[src/rtl/mode_ctrl_if.sv]
// Key/timebase inputs and control outputs of the clock user-interface sequencer.
//   key_val   : debounced one-cycle key strobe (0 none, 1 MODE, 2 SET, 3 UP, 4 DOWN)
//   tick_1hz  : one-cycle 1 Hz pulse
//   disp_mode, set_field, clk_hold, inc_pulse, dec_pulse,
//   alm_en, sw_run, sw_clr, blink_on : sequencer outputs
// master drives keys/ticks and observes outputs; slave is the sequencer.
interface mode_ctrl_if;
  logic [2:0] key_val;
  logic       tick_1hz;
  logic [1:0] disp_mode;
  logic [1:0] set_field;
  logic       clk_hold;
  logic       inc_pulse;
  logic       dec_pulse;
  logic       alm_en;
  logic       sw_run;
  logic       sw_clr;
  logic       blink_on;

  modport master (
    output key_val, tick_1hz,
    input  disp_mode, set_field, clk_hold, inc_pulse, dec_pulse,
           alm_en, sw_run, sw_clr, blink_on
  );

  modport slave (
    input  key_val, tick_1hz,
    output disp_mode, set_field, clk_hold, inc_pulse, dec_pulse,
           alm_en, sw_run, sw_clr, blink_on
  );
endinterface

[src/rtl/mode_ctrl.sv]
// Clock user-interface sequencer: walks display modes and set fields from key
// strobes, drives counter hold/inc/dec/stopwatch controls, blinks the edited
// digits and leaves set mode after TIMEOUT_S idle seconds.
//   clk  : system clock
//   rst  : asynchronous active-low reset
//   bus  : mode_ctrl_if.slave (key_val/tick_1hz in, all control outputs out)
// All outputs are registered; responses appear the cycle after the key strobe.
module mode_ctrl #(
  parameter int unsigned BLINK_HALF = 25_000_000,
  parameter int unsigned TIMEOUT_S  = 10
) (
  input logic        clk,
  input logic        rst,
  mode_ctrl_if.slave bus
);

  localparam int unsigned BCW = (BLINK_HALF > 1) ? $clog2(BLINK_HALF) : 1;
  localparam int unsigned TCW = 6;

  localparam logic [2:0] CLK_RUN   = 3'd0;
  localparam logic [2:0] CLK_SET_H = 3'd1;
  localparam logic [2:0] CLK_SET_M = 3'd2;
  localparam logic [2:0] CLK_SET_S = 3'd3;
  localparam logic [2:0] ALM_VIEW  = 3'd4;
  localparam logic [2:0] ALM_SET_H = 3'd5;
  localparam logic [2:0] ALM_SET_M = 3'd6;
  localparam logic [2:0] SW_VIEW   = 3'd7;

  localparam logic [2:0] KEY_MODE = 3'd1;
  localparam logic [2:0] KEY_SET  = 3'd2;
  localparam logic [2:0] KEY_UP   = 3'd3;
  localparam logic [2:0] KEY_DOWN = 3'd4;

  function automatic logic is_set(input logic [2:0] s);
    return (s inside {CLK_SET_H, CLK_SET_M, CLK_SET_S, ALM_SET_H, ALM_SET_M});
  endfunction

  function automatic logic [1:0] field_of(input logic [2:0] s);
    case (s)
      CLK_SET_H, ALM_SET_H: return 2'd1;
      CLK_SET_M, ALM_SET_M: return 2'd2;
      CLK_SET_S:            return 2'd3;
      default:              return 2'd0;
    endcase
  endfunction

  function automatic logic [1:0] disp_of(input logic [2:0] s);
    if (s == SW_VIEW) return 2'd2;
    if (s[2])         return 2'd1;
    return 2'd0;
  endfunction

  // Set states exit to the view of their own mode group
  function automatic logic [2:0] view_of(input logic [2:0] s);
    return s[2] ? ALM_VIEW : CLK_RUN;
  endfunction

  function automatic logic [2:0] next_field(input logic [2:0] s);
    case (s)
      CLK_SET_H: return CLK_SET_M;
      CLK_SET_M: return CLK_SET_S;
      ALM_SET_H: return ALM_SET_M;
      default:   return view_of(s);
    endcase
  endfunction

  logic [2:0]     state_q, state_d;
  logic [1:0]     disp_q, disp_d;
  logic [1:0]     field_q, field_d;
  logic           hold_q, hold_d;
  logic           inc_q, inc_d;
  logic           dec_q, dec_d;
  logic           alm_q, alm_d;
  logic           run_q, run_d;
  logic           clr_q, clr_d;
  logic           blink_q, blink_d;
  logic [BCW-1:0] bcnt_q, bcnt_d;
  logic [TCW-1:0] tcnt_q, tcnt_d;
  logic           key_ok;
  logic           expire;

  // State and output registers
  always_ff @(posedge clk or negedge rst) begin
    if (!rst) begin
      state_q <= CLK_RUN;
      disp_q  <= 2'd0;
      field_q <= 2'd0;
      hold_q  <= 1'b0;
      inc_q   <= 1'b0;
      dec_q   <= 1'b0;
      alm_q   <= 1'b0;
      run_q   <= 1'b0;
      clr_q   <= 1'b0;
      blink_q <= 1'b1;
      bcnt_q  <= '0;
      tcnt_q  <= '0;
    end else begin
      state_q <= state_d;
      disp_q  <= disp_d;
      field_q <= field_d;
      hold_q  <= hold_d;
      inc_q   <= inc_d;
      dec_q   <= dec_d;
      alm_q   <= alm_d;
      run_q   <= run_d;
      clr_q   <= clr_d;
      blink_q <= blink_d;
      bcnt_q  <= bcnt_d;
      tcnt_q  <= tcnt_d;
    end
  end

  // Next state, strobes, blink and timeout
  always_comb begin
    state_d = state_q;
    alm_d   = alm_q;
    run_d   = run_q;
    inc_d   = 1'b0;
    dec_d   = 1'b0;
    clr_d   = 1'b0;
    blink_d = 1'b1;
    bcnt_d  = '0;
    tcnt_d  = '0;

    key_ok = (bus.key_val inside {KEY_MODE, KEY_SET, KEY_UP, KEY_DOWN});
    expire = is_set(state_q) && (tcnt_q == TCW'(TIMEOUT_S));

    if (key_ok) begin
      if (is_set(state_q)) begin
        case (bus.key_val)
          KEY_MODE: state_d = view_of(state_q);
          KEY_SET:  state_d = next_field(state_q);
          KEY_UP:   inc_d   = 1'b1;
          default:  dec_d   = 1'b1;
        endcase
      end else begin
        case (state_q)
          CLK_RUN: begin
            if (bus.key_val == KEY_MODE) state_d = ALM_VIEW;
            if (bus.key_val == KEY_SET)  state_d = CLK_SET_H;
          end
          ALM_VIEW: begin
            if (bus.key_val == KEY_MODE) state_d = SW_VIEW;
            if (bus.key_val == KEY_SET)  state_d = ALM_SET_H;
            if (bus.key_val == KEY_UP)   alm_d   = !alm_q;
          end
          default: begin
            if (bus.key_val == KEY_MODE) state_d = CLK_RUN;
            if (bus.key_val == KEY_SET)  run_d   = !run_q;
            if (bus.key_val == KEY_UP && !run_q) clr_d = 1'b1;
          end
        endcase
      end
    end else if (expire) begin
      state_d = view_of(state_q);
    end

    // Blink restarts visible on field entry/change and on every adjustment
    if (is_set(state_d) && state_d == state_q && !inc_d && !dec_d) begin
      if (bcnt_q == BCW'(BLINK_HALF - 1)) begin
        blink_d = !blink_q;
      end else begin
        blink_d = blink_q;
        bcnt_d  = BCW'(bcnt_q + 1'b1);
      end
    end

    // Idle-second counter only runs while staying in set mode without keys
    if (is_set(state_d) && is_set(state_q) && !key_ok) begin
      tcnt_d = bus.tick_1hz ? TCW'(tcnt_q + 1'b1) : tcnt_q;
    end

    disp_d  = disp_of(state_d);
    field_d = field_of(state_d);
    hold_d  = is_set(state_d) && !state_d[2];
  end

  assign bus.disp_mode = disp_q;
  assign bus.set_field = field_q;
  assign bus.clk_hold  = hold_q;
  assign bus.inc_pulse = inc_q;
  assign bus.dec_pulse = dec_q;
  assign bus.alm_en    = alm_q;
  assign bus.sw_run    = run_q;
  assign bus.sw_clr    = clr_q;
  assign bus.blink_on  = blink_q;

endmodule
[src/flat_wrapper.sv]
// flat-port wrapper written by rule: the top's interface ports become plain ports
module mode_ctrl_flat 
#(
  parameter int unsigned BLINK_HALF = 25_000_000,
  parameter int unsigned TIMEOUT_S  = 10
)
  (clk, rst, bus_key_val, bus_tick_1hz, bus_disp_mode, bus_set_field, bus_clk_hold, bus_inc_pulse, bus_dec_pulse, bus_alm_en, bus_sw_run, bus_sw_clr, bus_blink_on);
  mode_ctrl_if bus_i ();
  input logic clk;
  input logic rst;
  input wire logic [$bits(bus_i.key_val)-1:0] bus_key_val;
  input wire logic [$bits(bus_i.tick_1hz)-1:0] bus_tick_1hz;
  output wire logic [$bits(bus_i.disp_mode)-1:0] bus_disp_mode;
  output wire logic [$bits(bus_i.set_field)-1:0] bus_set_field;
  output wire logic [$bits(bus_i.clk_hold)-1:0] bus_clk_hold;
  output wire logic [$bits(bus_i.inc_pulse)-1:0] bus_inc_pulse;
  output wire logic [$bits(bus_i.dec_pulse)-1:0] bus_dec_pulse;
  output wire logic [$bits(bus_i.alm_en)-1:0] bus_alm_en;
  output wire logic [$bits(bus_i.sw_run)-1:0] bus_sw_run;
  output wire logic [$bits(bus_i.sw_clr)-1:0] bus_sw_clr;
  output wire logic [$bits(bus_i.blink_on)-1:0] bus_blink_on;
  assign bus_i.key_val = bus_key_val;
  assign bus_i.tick_1hz = bus_tick_1hz;
  assign bus_disp_mode = bus_i.disp_mode;
  assign bus_set_field = bus_i.set_field;
  assign bus_clk_hold = bus_i.clk_hold;
  assign bus_inc_pulse = bus_i.inc_pulse;
  assign bus_dec_pulse = bus_i.dec_pulse;
  assign bus_alm_en = bus_i.alm_en;
  assign bus_sw_run = bus_i.sw_run;
  assign bus_sw_clr = bus_i.sw_clr;
  assign bus_blink_on = bus_i.blink_on;
  mode_ctrl #(.BLINK_HALF(BLINK_HALF), .TIMEOUT_S(TIMEOUT_S)) u_core (.clk(clk), .rst(rst), .bus(bus_i));
endmodule
[config.mk]
export PLATFORM = sky130hd
export DESIGN_NAME = mode_ctrl_flat
export DESIGN_NICKNAME = d
export VERILOG_FILES = /design/src/rtl/mode_ctrl_if.sv /design/src/rtl/mode_ctrl.sv /design/src/flat_wrapper.sv
export SDC_FILE = /design/constraint.sdc
export NUM_CORES = 1
export LEC_CHECK = 0
export ABC_AREA = 1
export ABC_CLOCK_PERIOD_IN_PS = 3650
export CORE_ASPECT_RATIO = 0.8
export CORE_MARGIN = 1
export CORE_UTILIZATION = 64
export DETAILED_ROUTE_END_ITERATION = 7
export HOLD_SLACK_MARGIN = 0.05
export PLACE_DENSITY = 0.85
export SLEW_MARGIN = 20
export SYNTH_ARGS = -nofsm -noshare
export SYNTH_HDL_FRONTEND = slang
export SYNTH_SLANG_ARGS = --single-unit
[constraint.sdc]
create_clock -name clk -period 3.65 [get_ports clk]
set_input_delay 0.73 -clock clk [delete_from_list [all_inputs] [get_ports clk]]
set_output_delay 0.73 -clock clk [all_outputs]
set_load 0.03 [all_outputs]
==> impl_metrics.csv <==
group,metric,value,unit
status,status,"completed",
synthesis,synthArstFlopShare,1.000,
timing,tightest_slew,734.8,ps
placed_design,dp_hpwl,4099,um
worst_setup_path,slowest_delay,460,ps
cts,postCtsHoldBufs,0,
synthesis,syn_inst,350,
placed_design,io_buffers,16,
floorplan,chipHeight,61.78,um
drt,drt-pass1-iter-count,4,
job,drv_cap,0,
worst_setup_path,cpMaxStageDelayCell,"clkdlybuf4s50_1",
synthesis,netlist_area,2859,um2
worst_setup_path,cp-start-kind,"input port",
layout,drive_above_1_share,0.1703,
placed_design,globalplace.congestion,0.9201,
drt,drt-total-wl,5522,um
cts,cts-resized-gates,0,
cts,cts_tree,"yes",
drt,antenna_left,0,
cts,cts_buffer_depth,2,
cts,htree_levels,2,
min_path,hold_path_class,"input port to async pin",
floorplan,ios,17,
drt,drc,0,
synthesis,synth_top_area_share,0.3851,
timing,setup_violations,0,
synthesis,synth_area_leader_cell,"dfrtp_1",
worst_setup_path,cp_common_cell,"nand2_1",
synthesis,seq_area_frac_synth,0.3943,
global_route,grt-ovfl-total,0,
synthesis,yosysMostFrequentCell,"nand2_1",
global_route,grt_pass1_wl,9349,um
global_route,grt_max_degree,46,
cts,path_clk_slew,80,ps
synthesis,yosys-top-cells-area,"dfrtp_1 39%, nor2_4 12%, nand2_1 10%, nand3_1 6.1%, inv_1 5.4%",
worst_setup_path,path_class,"input port to flop",
synthesis,synth_nets,359,
layout,area_delta_synth_final,9.453,%
timing,rsz0062_at_grt,"no",
timing,drv_slew,0,
worst_setup_path,critical_path_arrival,2900,ps
drt,vias,2255,
timing,hold_slack,409.6,ps
floorplan,die_area,4740,um2
drt,detail_route.wl_per_cell,12.93,um
worst_setup_path,critPathBufInv,5,
floorplan,die_w,76.73,um
synthesis,synthesis.yosys.warnings,0,
timing,period_minus_slack,2654,ps
power_and_ir_drop,peakVddDrop,458.7,uV
global_route,grt_pass1_vias,2143,
floorplan,rows,21,
power_and_ir_drop,power_density,545.9,nW/um2
timing,tns,0,ps
layout,final_nets,378,
cts,cts_root_buf,"clkbuf_8",
synthesis,synth_ff_type,"dfrtp_1",
worst_setup_path,cp.required,3900,ps
layout,num-fill-cells,342,
worst_setup_path,crit_path_cell_trace,"clkdlybuf4s50_1 -> inv_1 -> nand3_1 -> nand2_1 -> inv_2 -> nand2_1 -> inv_2 -> nand2_1 -> nand2_4 -> nand2_4 -> nand3_4 -> buf_12 -> nor2_4",
cts,cts.sinks,45,
cts,clock_latency,310,ps
cts,numCtsBuffers,5,
floorplan,core_region_area,4230,um2
power_and_ir_drop,p_leak,1.356,nW
synthesis,synthTopCellsByCount,"78 x nand2_1, 44 x dfrtp_1, 41 x inv_1, 35 x nand3_1, 34 x nor2_1",
worst_setup_path,cp_top_family,"simple AND/OR/NAND/NOR gates",
timing,fin_skew,8.567,ps
timing,max_slew_margin,0.5087,
synthesis,synth.distinct_cells,31,
timing,hold_viol_final,0,
drt,viasPerCell,5.281,
timing,fmax,376.8,MHz
layout,num_antenna_cells,0,
synthesis,yosys_register_bits,45,
worst_setup_path,crit_path_end_kind,"flop",
synthesis,avgSynthCellArea,8.169,um2
floorplan,start_util,0.6758,
global_route,gr-usage-all-layers,0.2592,
drt,drt_iter0_drc,163,
cts,post_cts_buffers,0,
worst_setup_path,path_max_fanout,18,
global_route,antenna_found_initial,0,
synthesis,synth_edf_count,0,
timing,min_period_over_period,0.7271,
==> placed cells by master (no fill, tap or decap), types with 4 or more instances in the layout <==
cell type and instances:
nor2_1 34, clkdlybuf4s50_1 15, inv_2 8, o21ai_0 7
nor3_1 14, nand2_4 4, inv_1 41, clkbuf_8 6
a21oi_1 4, nand2_1 78, nand3_1 35, xor2_1 10
dfrtp_1 44, nor2_4 30, nand4_1 7, xnor2_1 5
==> final timing paths <==
check | depth (start not counted) | start | slack (ps) | end
min | 1 | rst | 410 | u_core.bcnt_q[20]
max in group asynchronous | 1 | rst | 2850 | u_core.bus.sw_clr
max | 13 | bus_key_val[0] | 1000 | u_core.bcnt_q[12]
min in group clk | 1 | u_core.bus.alm_en | 460 | u_core.bus.alm_en
max reg2reg | 6 | u_core.bcnt_q[0] | 1410 | u_core.bcnt_q[16]
min reg2reg | 1 | u_core.bus.alm_en | 460 | u_core.bus.alm_en
==> registers in the layout, indices dropped and copies added, names as in the netlist <==
| register | flops |
|---|---|
| u_core.bcnt_q | 25 |
| u_core.tcnt_q | 6 |
| u_core.state_q | 3 |
| u_core.bus.disp_mode | 2 |
| u_core.bus.set_field | 2 |
| u_core.bus.alm_en | 1 |
| u_core.bus.blink_on | 1 |
| u_core.bus.clk_hold | 1 |
| u_core.bus.dec_pulse | 1 |
| u_core.bus.inc_pulse | 1 |
| u_core.bus.sw_clr | 1 |
| u_core.bus.sw_run | 1 |
==> metrics by stage <==
stage | cell area, um2 | power [mW] | utilization | std cells | setup WS, ps
after floorplan | 2859 | 1.274 | - | 350 | 1727
after global placement | 3030 | 1.369 | 0.7164 | 419 | 792.4
after detailed placement | 3030 | 1.392 | 0.7164 | 419 | 703.7
after CTS | 3127 | 1.720 | 0.7391 | 427 | 1011
after global routing | 3129 | 1.806 | 0.7397 | 427 | 842.4
final | 3129 | 1.708 | 0.7397 | 427 | 996.0
==> layer usage <==
metal / wire length [um] / vias up / track usage
met5: 0 / - / 0
met4: 63 / 0 / 0.07967
met3: 247 / 9 / 0.07591
met2: 2560 / 40 / 0.4388
met1: 2650 / 1069 / 0.3299
li1: - / 1137 / -
==> logic make-up after synthesis <==
group,count (synthesis),synth area share
AOI/OAI and AO/OA,16,0.03195
xor gates and xnor gates,15,0.04595
adders and majority gates,3,0.01313
buffers and inverters,55,0.09190
DFF,45,0.3943
and+or+nand+nor,216,0.4228
==> layout make-up <==
class | instances | area, um2 | share of cell area
repair buffers | 17 | 177.7 | 0.05678
clock inverters | 2 | 13.76 | 0.004398
inverters | 50 | 187.7 | 0.05998
well taps | 57 | 71.32 | 0.02279
multi-input cells | 250 | 1469 | 0.4694
flip-flops and latches | 45 | 1127 | 0.3603
clock buffers | 6 | 82.58 | 0.02639
==> power by group <==
group          total [mW]  switching [mW]  internal (mW)
combinational       0.737           0.499          0.238
clock               0.327           0.174          0.153
sequential          0.644          0.0691          0.575
total                1.71           0.742          0.966
Note: power is estimated with default switching activity, not from simulation.
